==> config.mk <==
export PLATFORM = sky130hd
export DESIGN_NAME = shift_register8_flat
export DESIGN_NICKNAME = d
export VERILOG_FILES = /design/src/rtl/shiftreg_pkg.sv /design/src/rtl/shift_register8_if.sv /design/src/rtl/shiftreg_bitcnt.sv /design/src/rtl/shift_register8.sv /design/src/flat_wrapper.sv
export SDC_FILE = /design/constraint.sdc
export NUM_CORES = 1
export LEC_CHECK = 0
export BUFFER_PORTS_ARGS = -buffer_cell sky130_fd_sc_hd__buf_2
export CORE_AREA = 2 2 39 41
export CTS_CLUSTER_DIAMETER = 100
export CTS_CLUSTER_SIZE = 24
export DETAILED_ROUTE_END_ITERATION = 10
export DIE_AREA = 0 0 41 43
export PLACE_DENSITY = 0.73
export SLEW_MARGIN = 20
export SYNTH_ARGS = -nofsm -noshare
export SYNTH_HDL_FRONTEND = slang
export SYNTH_SLANG_ARGS = --single-unit
==> constraint.sdc <==
create_clock -name clk -period 1.1 [get_ports clk]
set_input_delay 0.275 -clock clk [delete_from_list [all_inputs] [get_ports clk]]
set_output_delay 0.275 -clock clk [all_outputs]
set_load 0.01 [all_outputs]
==> src/rtl/shiftreg_pkg.sv <==
// Shared mode encoding for the SPI datapath shift register.
// The optional bit counter is enabled with SHIFTREG_BITCNT_EN.
package shiftreg_pkg;

  typedef enum logic [1:0] {
    HOLD  = 2'b00,
    LEFT  = 2'b01,
    RIGHT = 2'b10,
    PLOAD = 2'b11
  } mode_t;

endpackage

==> src/rtl/shift_register8_if.sv <==
// Data/control bundle of shift_register8. The master drives the controls and the slave returns register state.
// Handshake: none. serialClkposedge is a level-qualified per-clk enable, and inputs are sampled only on cycles where it is high.
// SHIFTREG_BITCNT_EN adds bitCount/byteDone.
interface shift_register8_if #(parameter int width = 8);
  import shiftreg_pkg::*;

  logic             serialClkposedge;
  mode_t            mode;
  logic [width-1:0] parallelIn;
  logic             serialIn;
  logic [width-1:0] parallelOut;
  logic             serialOut;

`ifdef SHIFTREG_BITCNT_EN
  logic [$clog2(width+1)-1:0] bitCount;
  logic                       byteDone;

  modport master (
    output serialClkposedge, mode, parallelIn, serialIn,
    input  parallelOut, serialOut, bitCount, byteDone
  );
  modport slave (
    input  serialClkposedge, mode, parallelIn, serialIn,
    output parallelOut, serialOut, bitCount, byteDone
  );
`else
  modport master (
    output serialClkposedge, mode, parallelIn, serialIn,
    input  parallelOut, serialOut
  );
  modport slave (
    input  serialClkposedge, mode, parallelIn, serialIn,
    output parallelOut, serialOut
  );
`endif

endinterface

==> src/rtl/shiftreg_bitcnt.sv <==
// Optional shift counter, instantiated only when SHIFTREG_BITCNT_EN is defined.
// Counts qualified shifts modulo width and pulses byteDone on the cycle after the wrap.
module shiftreg_bitcnt
  import shiftreg_pkg::*;
#(
  parameter int width = 8
) (
  input  logic                       clk,
  input  logic                       rst_n,
  input  logic                       enable,
  input  mode_t                      mode,
  output logic [$clog2(width+1)-1:0] bitCount,
  output logic                       byteDone
);

  localparam int CW = $clog2(width + 1);
  localparam logic [CW-1:0] LAST = CW'(width - 1);

  always_ff @(posedge clk or negedge rst_n) begin
    if (!rst_n) begin
      bitCount <= '0;
      byteDone <= 1'b0;
    end else begin
      // byteDone is a single-cycle pulse, so it drops on every cycle that does not wrap.
      byteDone <= 1'b0;
      if (enable) begin
        case (mode)
          PLOAD: bitCount <= '0;
          LEFT, RIGHT: begin
            if (bitCount == LAST) begin
              bitCount <= '0;
              byteDone <= 1'b1;
            end else begin
              bitCount <= bitCount + CW'(1);
            end
          end
          default: bitCount <= bitCount;
        endcase
      end
    end
  end

endmodule

==> src/rtl/shift_register8.sv <==
// PIPO/SISO shift register for the SPI datapath. It advances only on serial-clock rising-edge strobes.
// Define SHIFTREG_BITCNT_EN to add the bitCount/byteDone counter.
module shift_register8
  import shiftreg_pkg::*;
#(
  parameter int width = 8
) (
  input  logic             clk,
  input  logic             rst_n,
  shift_register8_if.slave bus
);

  logic [width-1:0] shiftreg;

  always_ff @(posedge clk or negedge rst_n) begin
    if (!rst_n) begin
      shiftreg <= '0;
    end else if (bus.serialClkposedge) begin
      case (bus.mode)
        LEFT:    shiftreg <= {shiftreg[width-2:0], bus.serialIn};
        RIGHT:   shiftreg <= {bus.serialIn, shiftreg[width-1:1]};
        PLOAD:   shiftreg <= bus.parallelIn;
        default: shiftreg <= shiftreg;
      endcase
    end
  end

  // serialOut is always the MSB. In RIGHT mode it therefore echoes the bit just shifted in.
  assign bus.parallelOut = shiftreg;
  assign bus.serialOut   = shiftreg[width-1];

`ifdef SHIFTREG_BITCNT_EN
  shiftreg_bitcnt #(.width(width)) u_bitcnt (
    .clk      (clk),
    .rst_n    (rst_n),
    .enable   (bus.serialClkposedge),
    .mode     (bus.mode),
    .bitCount (bus.bitCount),
    .byteDone (bus.byteDone)
  );
`endif

endmodule

==> src/flat_wrapper.sv <==
// flat-port wrapper written by rule: the top's interface ports become plain ports
module shift_register8_flat import shiftreg_pkg::*;
#(
  parameter int width = 8
)
  (clk, rst_n, bus_serialClkposedge, bus_mode, bus_parallelIn, bus_serialIn, bus_parallelOut, bus_serialOut);
  shift_register8_if #(.width(width)) bus_i ();
  input  logic clk;
  input  logic rst_n;
  input wire logic [$bits(bus_i.serialClkposedge)-1:0] bus_serialClkposedge;
  input wire logic [$bits(bus_i.mode)-1:0] bus_mode;
  input wire logic [$bits(bus_i.parallelIn)-1:0] bus_parallelIn;
  input wire logic [$bits(bus_i.serialIn)-1:0] bus_serialIn;
  output wire logic [$bits(bus_i.parallelOut)-1:0] bus_parallelOut;
  output wire logic [$bits(bus_i.serialOut)-1:0] bus_serialOut;
  assign bus_i.serialClkposedge = bus_serialClkposedge;
  assign bus_i.mode = bus_mode;
  assign bus_i.parallelIn = bus_parallelIn;
  assign bus_i.serialIn = bus_serialIn;
  assign bus_parallelOut = bus_i.parallelOut;
  assign bus_serialOut = bus_i.serialOut;
  shift_register8 #(.width(width)) u_core (.clk(clk), .rst_n(rst_n), .bus(bus_i));
endmodule
## Word level (Yosys, flattened, before mapping)

Cells that the tools add are included.

| word-level totals | value |
|---|---|
| register bits after elaboration | 8 |
| input bits | 14 |
| output and inout bits | 9 |
| word-level logic and storage cells | 7 |

| operators by class | value |
|---|---|
| equal/unequal tests | 3 |
| muxes and demuxes | 1 |
| reduce and logical (&&, ||, !) cells | 2 |

Operators by type and width:

| operator | number |
|---|---|
| $pmux W8 S3 | 1 |
| $eq A2 B2 Y1 const B | 2 |
| $reduce_bool A3 Y1 | 1 |
| $eq A2 B1 Y1 const B | 1 |
| $reduce_and A2 Y1 | 1 |

## Logic depth before layout (Yosys ltp)

Gate-level depths: netlist of the first run.

| logic depth | value |
|---|---|
| word-level depth | 3 |
| mapped depth | 4 |
| gate-level depth less buffers | 2 |

## Worst setup path before layout of the first run

No wires, ideal clock.

| timing path | value |
|---|---|
| path type | input to register |
| from | in bus_mode[0] |
| to | reg u_core.shiftreg[6], in the netlist u_core.bus.parallelOut[6] |
| arrival | 0.919 ns |
| slack | 0.087 ns |
| cell stages on the path | 4 |
| buffers on the path | 2 |
| path through | buf_4 -> buf_6 -> and4bb_2 -> a221oi_2 |

| on the way | value |
|---|---|
| word-level cells in the longest chain between the ends | 3 |

Ends and longest elaborated chain:

| what | line | text |
|---|---|---|
| start: declaration | flat_wrapper.sv:11 | `input wire logic [$bits(bus_i.mode)-1:0] bus_mode;` |
| $eq A2 B1 Y1 / $eq A2 B2 Y1 (equally long branches) | shift_register8.sv:19 | `case (bus.mode)` |
| $reduce_bool A3 Y1 (no line) | -- |  |
| $reduce_and A2 Y1 (no line) | -- |  |
| end signal: assignment | shift_register8.sv:20 | `LEFT: shiftreg <= {shiftreg[width-2:0], bus.serialIn};` |
| end signal: assignment | shift_register8.sv:21 | `RIGHT: shiftreg <= {bus.serialIn, shiftreg[width-1:1]};` |
| end signal: assignment | shift_register8.sv:22 | `PLOAD: shiftreg <= bus.parallelIn;` |
| end: declaration | shift_register8.sv:13 | `logic [width-1:0] shiftreg;` |

Parallel ways exist; a longest one is shown, timed or not.
A chain may end at the register's enable or synchronous reset.

## Worst setup path after layout of the first run

| timing path | value |
|---|---|
| from | reg u_core.shiftreg[2], in the netlist u_core.bus.parallelOut[2] |
| to | out bus_parallelOut[2] |

RTL lines:

| what | line | text |
|---|---|---|
| end: declaration | flat_wrapper.sv:14 | `output wire logic [$bits(bus_i.parallelOut)-1:0] bus_parallelOut;` |

No word-level cell between the ends.

==> summary.txt, run 1 <==
status = finished, final reports clean
Max H-tree Level = 1
LEAKAGE = 0.408 nW
Core Rows = 14
Die Area = 1760 µm²
WS Path Type = reg -> out
worst setup path endpoint = bus_parallelOut[2]
delay-heaviest family, CP = flip-flops
Power Density = 1230 nW/µm²
FF-to-FF End = u_core.bus.parallelOut[2]
final slew viol count = 0
reg2reg path depth = 3
RSZ-0062 raised after global routing = true
final net count = 94
maximum VDD drop = 0.000758 V
critical path's slowest cell = dfrtp_1
Num CTS Buffers = 3
total negative slack = 0 ns
I/O pins = 23
post-cts sizing count = 0
Area Overhead vs Synth = 38.6%
list of most frequent post-synthesis cells = a221oi_2 (8), dfrtp_1 (8), inv_1 (8), mux2i_1 (8), and4bb_2 (4)
simple-gate share of the synthesized area = 17.0%
crit path cell chain = buf_2
Slew Limit Headroom = 66.1%
Final ANT Viol Nets = 0
max cap viols = 0
Port Buffers = 22
post-synthesis sequential area ratio = 34.3%
Tcrit/Tclk final = 99.7%
Storage cell area = 200 µm²
top cells by area, synth = dfrtp_1 (34%), a221oi_2 (21%), mux2i_1 (14%)
Buf+Inv Stages, Crit Path = 1
Mapped Cells = 46
worst hold path type = in -> reg
stages on the worst setup path = 1
skew final = 0.00323 ns
Vias/cell = 5.32
reg2reg setup slack = 0.11 ns
GP Congestion = 0.788
slowest stage delay, CP = 0.41 ns
min cycle time layout = 1.10 ns
ys async rst share = 100%
area share of the largest cell type after synthesis = 34.3%
Setup-failing EPs final = 0
global-route wire length before repair = 1.97 mm
gr usage total = 16.5%
Overflow after GRT = 0
Die Y-Extent = 43 µm
Multi-input gate area = 315 µm²
flops & latches, synth = 8
via count = 500
Avg Inst Size Synth = 12.7 µm²
synth unique cells = 11
CTS tree = yes
CTS Buffer Depth = 2
XOR/XNOR Fraction of Synth Area = 0%
main combinational cell family by area after synthesis = compound AO/OA/AOI/OAI gates
Synth Area in Adders = 0%
DRT iter0 DRCs = 8
latest clock arrival within the worst-skew pair = 0.25 ns
Initial Utilization = 42.1%
clock-pin slew on the worst setup and hold paths = 0.06 ns
Clock Tree Root = clkbuf_4
Post-Route WL = 1.31 mm
complex-gate fraction of the synthesized area = 23.4%
YS warnings = 0
antenna violations before repair = 0
FILL cells = 123
Primary FF master, synth = dfrtp_1
vias in the first global route = 454
final hold slack = 0.377 ns
Post-synth EDFFs = 0
Clock Sinks = 8
largest net degree at the start of global routing = 12
routed len/inst = 13.9 µm
DRT Pass-1 Iters = 4
hpwl dp = 949 µm
CP Capture Type = output port
post-synthesis mux area share = 13.7%
crit path from = u_core.bus.parallelOut[2]
crit-path max FO = 4
Worst EP required = 0.82 ns
ant diodes = 0
pin slew with the least headroom to its limit = 0.509 ns
Syn Std Cell Area = 583 µm²
Yosys top cell by area = dfrtp_1
core area = 1380 µm²
final hold violation count = 0
CP arrival = 0.82 ns
Synthesized Nets = 60
die width = 41 µm
DRC violations left = 0
Max Freq = 912 MHz
share of post-route cells with drive strength above 1 = 61.5%
reg-to-reg startpoint = u_core.bus.parallelOut[1]
Critical Path Start Type = register
max FFs per register = 8
## tightest hold or removal path, delay by kind of cell
family	cells	cell delay [ns]
AOI/OAI and AO/OA	1	0.07
muxes	1	0.15
buffers and inverters	1	0.09
## stage by stage
stage,instances,total power [mW],utilization [%],setup slack [ns],area (µm²)
floorplan,46,0.605,-,0.0869,583
global placement,87,0.735,54.4,-0.0392,753
detailed placement,87,0.742,54.4,-0.0794,753
CTS,91,0.972,56.8,0.00336,786
global route,94,1.05,58.4,-0.0108,808
finish,94,0.995,58.4,0.00379,808
## metal layers
metal	global-route usage, %	up-vias	routed length (µm)
met4	7.33	0	0
li1	-	248	-
met2	22.8	15	587
met3	3.14	0	67
met5	0	-	0
met1	24.1	237	656
## cells in the final DEF (no fill, tap or decap), drive strengths merged
cell and n:
and2 1, dfrtp 8, buf 32, nor4bb 3, a221oi 8, inv 8, dlygate4sd3 1, mux2i 8
and4bb 5, clkbuf 3, o21ai 1
## cell families (layout without fill, tap and decap cells)
group / after synthesis / in the layout
mux: 8 / 8
compound gates: 9 / 9
flops: 8 / 8
buf+inv: 12 / 44
simple gates: 9 / 9
## timing repair
action | CTS | global route
hold buffers | 1 | 0
endpoints found under the hold margin | 8 | 0
setup endpoints to repair | 0 | 4
buffers inserted | 0 | 3
## final cells by class
class	instances	share of cell area, %
Clock buffer	3	2.79
Inverter	8	3.72
Multi-Input combinational cell	26	39.0
Sequential cell	8	24.8
Tap cell	16	2.48
Timing Repair Buffer	33	27.2
## power by group
part / switching [mW] / total [mW] / internal (mW)
Clock: 0.103 / 0.228 / 0.125
Combinational: 0.172 / 0.377 / 0.206
Sequential: 0.0432 / 0.389 / 0.346
Total: 0.318 / 0.995 / 0.677
## worst min-delay path by stage
stage	start	end	slack (ns)	cells past startpoint
floorplan	rst_n	u_core.bus.parallelOut[0]	-0.02	0
global placement	rst_n	u_core.bus.parallelOut[2]	0.13	1
detailed placement	rst_n	u_core.bus.parallelOut[2]	0.13	1
CTS	bus_parallelIn[5]	u_core.bus.parallelOut[5]	0.38	3
global route	bus_parallelIn[5]	u_core.bus.parallelOut[5]	0.40	3
finish	bus_parallelIn[5]	u_core.bus.parallelOut[5]	0.38	3
No activity file was read; power rests on OpenSTA's default activity.
==> run 2, diff against run 1 <==
--- a/config.mk
+++ b/config.mk
@@ -12,6 +12,7 @@
 export DETAILED_ROUTE_END_ITERATION = 10
 export DIE_AREA = 0 0 41 43
 export PLACE_DENSITY = 0.73
+export RECOVER_POWER = 50
 export SLEW_MARGIN = 20
 export SYNTH_ARGS = -nofsm -noshare
 export SYNTH_HDL_FRONTEND = slang
==> run 2 against run 1 <==
Effect of this change:
- first-iteration DRC count unchanged
- clock power about the same
- critical endpoint unchanged
- highest routed layer unchanged
- largest cell class unchanged
- non-clock buffer count did not move
- design area fell by 0.31%
- hold slack unchanged
- critical path type unchanged
- clock skew unchanged
==> summary.txt, run 2 (synthesized netlist as in run 1, its figures left out) <==
status = finished, final reports clean
final hold violation count = 0
CP arrival = 0.82 ns
CP Capture Type = output port
largest net degree at the start of global routing = 12
Overflow after GRT = 0
latest clock arrival within the worst-skew pair = 0.25 ns
clock-pin slew on the worst setup and hold paths = 0.06 ns
slowest stage delay, CP = 0.41 ns
CTS Buffer Depth = 2
metal3 WL = 67 µm
share of post-route cells with drive strength above 1 = 59.0%
pin slew with the least headroom to its limit = 0.507 ns
WS Path Type = reg -> out
Die Area = 1760 µm²
core area = 1380 µm²
global-route wire length before repair = 1.97 mm
die width = 41 µm
GP Congestion = 0.788
Max H-tree Level = 1
vias in the first global route = 454
Worst EP required = 0.82 ns
skew final = 0.00323 ns
routed len/inst = 13.9 µm
Clock Tree Root = clkbuf_4
total negative slack = 0 ns
Final ANT Viol Nets = 0
max layer used = met3
Power Density = 1230 nW/µm²
RSZ-0062 raised after global routing = true
gr usage total = 16.5%
DRT iter0 DRCs = 8
Critical Path Start Type = register
Post-Route WL = 1.31 mm
pre-CTS setup slack = -0.0794 ns
min cycle time layout = 1.10 ns
critical path's slowest cell = dfrtp_1
Setup-failing EPs final = 0
LEAKAGE = 0.403 nW
Vias/cell = 5.32
met2 WL = 587 µm
delay-heaviest family, CP = flip-flops
I/O pins = 23
Area Overhead vs Synth = 38.2%
DRC violations left = 0
Tcrit/Tclk final = 99.7%
final net count = 94
hpwl dp = 949 µm
via count = 500
Die Y-Extent = 43 µm
crit-path max FO = 4
DRT Pass-1 Iters = 4
Num CTS Buffers = 3
commonest non-fill, non-tap cell in the layout = buf_2
maximum VDD drop = 0.000758 V
wire length on met1 = 656 µm
CTS tree = yes
max cap viols = 0
final slew viol count = 0
worst hold path type = in -> reg
Slew Limit Headroom = 66.2%
Buf+Inv Stages, Crit Path = 1
Initial Utilization = 42.1%
crit path cell chain = buf_2
Max Freq = 912 MHz
setup slack after layout = 0.00379 ns
max FFs per register = 8
FILL cells = 125
Clock Sinks = 8
Port Buffers = 22
Core Rows = 14
antenna violations before repair = 0
post-cts sizing count = 0
ant diodes = 0
## run 2: cell count changes in the layout (fill, tap and decap cells not counted)
cell	change
clkbuf_1	+2
buf_2	-2
## run 2: stage by stage
stage | instances | instance area (µm²) | hold WS [ns] | util, % | power (mW)
5_1_grt | 94 | 806 | 0.401 | 58.2 | 1.05
2_1_floorplan | 46 | 583 | -0.0206 | - | 0.605
6_report | 94 | 806 | 0.377 | 58.2 | 0.994
3_3_place_gp | 87 | 753 | 0.128 | 54.4 | 0.735
3_5_place_dp | 87 | 753 | 0.132 | 54.4 | 0.742
4_1_cts | 91 | 786 | 0.379 | 56.8 | 0.972
## run 2: what timing repair did
| item | CTS | global route |
|---|---|---|
| endpoints found under the hold margin | 8 | 0 |
| hold buffers | 1 | 0 |
| setup endpoints to repair | 0 | 4 |
| setup buffers | 0 | 3 |
## run 2: path summary, 6_finish.rpt
path                                            from                   endpoint  slack, ns  cells past startpoint
min reg2reg                u_core.bus.parallelOut[1]  u_core.bus.parallelOut[1]       0.55                      2
max                        u_core.bus.parallelOut[2]         bus_parallelOut[2]      0.004                      1
max in group asynchronous                      rst_n  u_core.bus.parallelOut[6]       0.29                      2
min in group asynchronous                      rst_n  u_core.bus.parallelOut[1]       0.48                      2
max reg2reg                u_core.bus.parallelOut[1]  u_core.bus.parallelOut[2]       0.11                      3
min                                bus_parallelIn[5]  u_core.bus.parallelOut[5]       0.38                      3
## run 2: cell type report
type / instances / area, µm² / share of cell area, %
timing repair buffer: 33 / 218 / 27.0
tap: 16 / 20.0 / 2.48
sequential: 8 / 200 / 24.8
clock buffer: 3 / 22.5 / 2.80
inverter: 8 / 30.0 / 3.73
multi-input combinational: 26 / 315 / 39.1
## run 2: per-layer routing
| layer | track usage, % | vias to the layer above |
|---|---|---|
| met4 | 7.33 | 0 |
| li1 | - | 248 |
| met2 | 22.8 | 15 |
| met5 | 0 | - |
| met1 | 24.1 | 237 |
| met3 | 3.14 | 0 |
## run 2: power breakdown
group / internal [mW] / leakage, nW / total [mW] / switching (mW)
logic: 0.204 / 0.305 / 0.376 / 0.172
clock network: 0.125 / 0.0138 / 0.228 / 0.103
registers: 0.346 / 0.0844 / 0.389 / 0.0432
total: 0.676 / 0.403 / 0.994 / 0.318
==> run 3, diff against run 2 <==
==> constraint.sdc (replaced) <==
create_clock -name clk -period 1.1 [get_ports clk]
set_input_delay 0.275 -clock clk [delete_from_list [all_inputs] [get_ports clk]]
set_output_delay 0.275 -clock clk [all_outputs]
set_load 0.05 [all_outputs]
==> run 3 against run 2 <==
Effect of this change:
- via count up 0.40%
- the run now ends with negative setup slack left
- sequential share of layout area down 1.2 points
- first-iteration DRC count down 88%
- clock-buffer cell count unchanged
- critical path type unchanged
- routed wire length up 0.31%
- highest routed layer is now met4
- clock skew about the same
- non-clock buffer count up 4
- cell count up 4.3%
- critical endpoint is now bus_parallelOut[3]
- hold slack better by 0.0043 ns
- design area up 11%
==> summary.txt, run 3 (synthesized netlist as in run 1, its figures left out) <==
post-place instance area = 743 µm²
routed len/inst = 13.4 µm
sequential power share = 31.0%
pin slew with the least headroom to its limit = 0.489 ns
sw frac = 39.6%
final hold violation count = 0
gr usage total = 18.2%
global-route wire length before repair = 2.13 mm
final core occ = 64.4%
final net count = 98
status = finished, violations left
core area = 1380 µm²
DP Cell Count = 86
Int Pwr = 787 µW
Area Overhead vs Synth = 52.8%
CTS tree = yes
Max H-tree Level = 1
worst setup path endpoint = bus_parallelOut[3]
reg2reg path depth = 3
CTS Buffer Depth = 2
via count = 502
FF-to-FF End = u_core.bus.parallelOut[1]
final std cells w/o fill = 98
Buf+Inv Stages, Crit Path = 1
crit-path max FO = 4
Max Freq = 897 MHz
I/O pins = 23
Tot Pwr = 1.30 mW
Post-Route WL = 1.31 mm
RSZ-0062 raised after global routing = true
delay-heaviest family, CP = flip-flops
critical path's slowest cell = dfrtp_2
final hold slack = 0.381 ns
Initial Utilization = 42.1%
Worst EP required = 0.82 ns
failing checks = negative setup slack
most frequent cells in the layout = buf_4 (13), buf_2 (12), buf_6 (9)
CP arrival = 0.84 ns
total negative slack = -0.0303 ns
maximum VDD drop = 0.000892 V
Final ANT Viol Nets = 0
reg2reg setup slack = 0.05 ns
Critical Path Start Type = register
Port Buffers = 22
LEAKAGE = 0.437 nW
ant diodes = 0
Vias/cell = 5.12
largest net degree at the start of global routing = 10
pre-CTS setup slack = -0.0920 ns
skew final = 0.00276 ns
Clock Tree Root = clkbuf_4
Die Y-Extent = 43 µm
vias in the first global route = 486
Power Density = 1460 nW/µm²
Clk pwr share = 17.4%
Clock Sinks = 8
worst hold path type = in -> reg
Overflow after GRT = 0
Logic pwr share = 51.6%
DRT iter0 DRCs = 1
GP Congestion = 0.688
Setup-failing EPs final = 4
Num CTS Buffers = 3
Die Area = 1760 µm²
DRT Pass-1 Iters = 4
reg-to-reg startpoint = u_core.bus.parallelOut[0]
setup slack after layout = -0.0148 ns
Core Rows = 14
crit path from = u_core.bus.parallelOut[3]
WS Path Type = reg -> out
commonest non-fill, non-tap cell in the layout = buf_4
Slew Limit Headroom = 67.4%
CP Capture Type = output port
Tcrit/Tclk final = 101%
max FFs per register = 8
die width = 41 µm
stages on the worst setup path = 1
latest clock arrival within the worst-skew pair = 0.25 ns
Worst Min Path Start = bus_parallelIn[2]
final instance area = 891 µm²
clock-pin slew on the worst setup and hold paths = 0.06 ns
DRC violations left = 0
antenna violations before repair = 0
min cycle time layout = 1.11 ns
share of post-route cells with drive strength above 1 = 72.0%
final slew viol count = 0
slowest stage delay, CP = 0.43 ns
max cap viols = 0
switching power total = 516 µW
crit path cell chain = buf_6
run 3: cell types whose count changed in the layout (fill, tap and decap cells not counted), sizes merged:
cell    previous run  this run
buf               30        35
clkbuf             5         4
run 3: how the worst min path moves through the flow:
| stage | slack [ns] | cells after the start | to |
|---|---|---|---|
| after floorplan | -0.02 | 0 | u_core.bus.parallelOut[0] |
| after global placement | 0.13 | 1 | u_core.bus.parallelOut[1] |
| after detailed placement | 0.14 | 1 | u_core.bus.parallelOut[1] |
| after CTS | 0.38 | 3 | u_core.bus.parallelOut[2] |
| after global routing | 0.38 | 3 | u_core.bus.parallelOut[5] |
| final | 0.38 | 3 | u_core.bus.parallelOut[2] |
run 3: final cells by class:
cell class,instances,area [µm²]
fill,119,493
multi-input combinational,26,315
timing repair buffer,37,293
sequential,8,210
inverter,8,30.0
clock buffer,3,22.5
tap,16,20.0
run 3: power by group through the flow:
stage	sequential [mW]	combinational (mW)	clock, mW
5_1_grt	0.411	0.714	0.259
3_3_place_gp	0.410	0.508	0
2_1_floorplan	0.587	0.206	0
6_report	0.405	0.673	0.226
4_1_cts	0.404	0.656	0.234
3_5_place_dp	0.412	0.510	0
run 3: metal layers:
metal	global-route usage [%]	vias up	share of wire (%)	wire (µm)
li1	-	251	-	-
met1	24.6	236	46	604
met2	25.3	13	48	632
met3	4.71	2	4.3	56
met4	10.0	0	1.5	20
met5	0	-	0	0
run 3: tightest hold or removal path, delay by kind of cell:
family | cells | cell delay [ns]
AOI/OAI and AO/OA | 1 | 0.07
buffers and inverters | 1 | 0.09
muxes | 1 | 0.15
run 3: timing repair:
action                     4_1_cts  5_1_grt
setup endpoints to repair        9        9
setup buffers                    6        2
hold endpoints to repair         8        0
gates resized for setup         18        0
hold buffers                     1        0
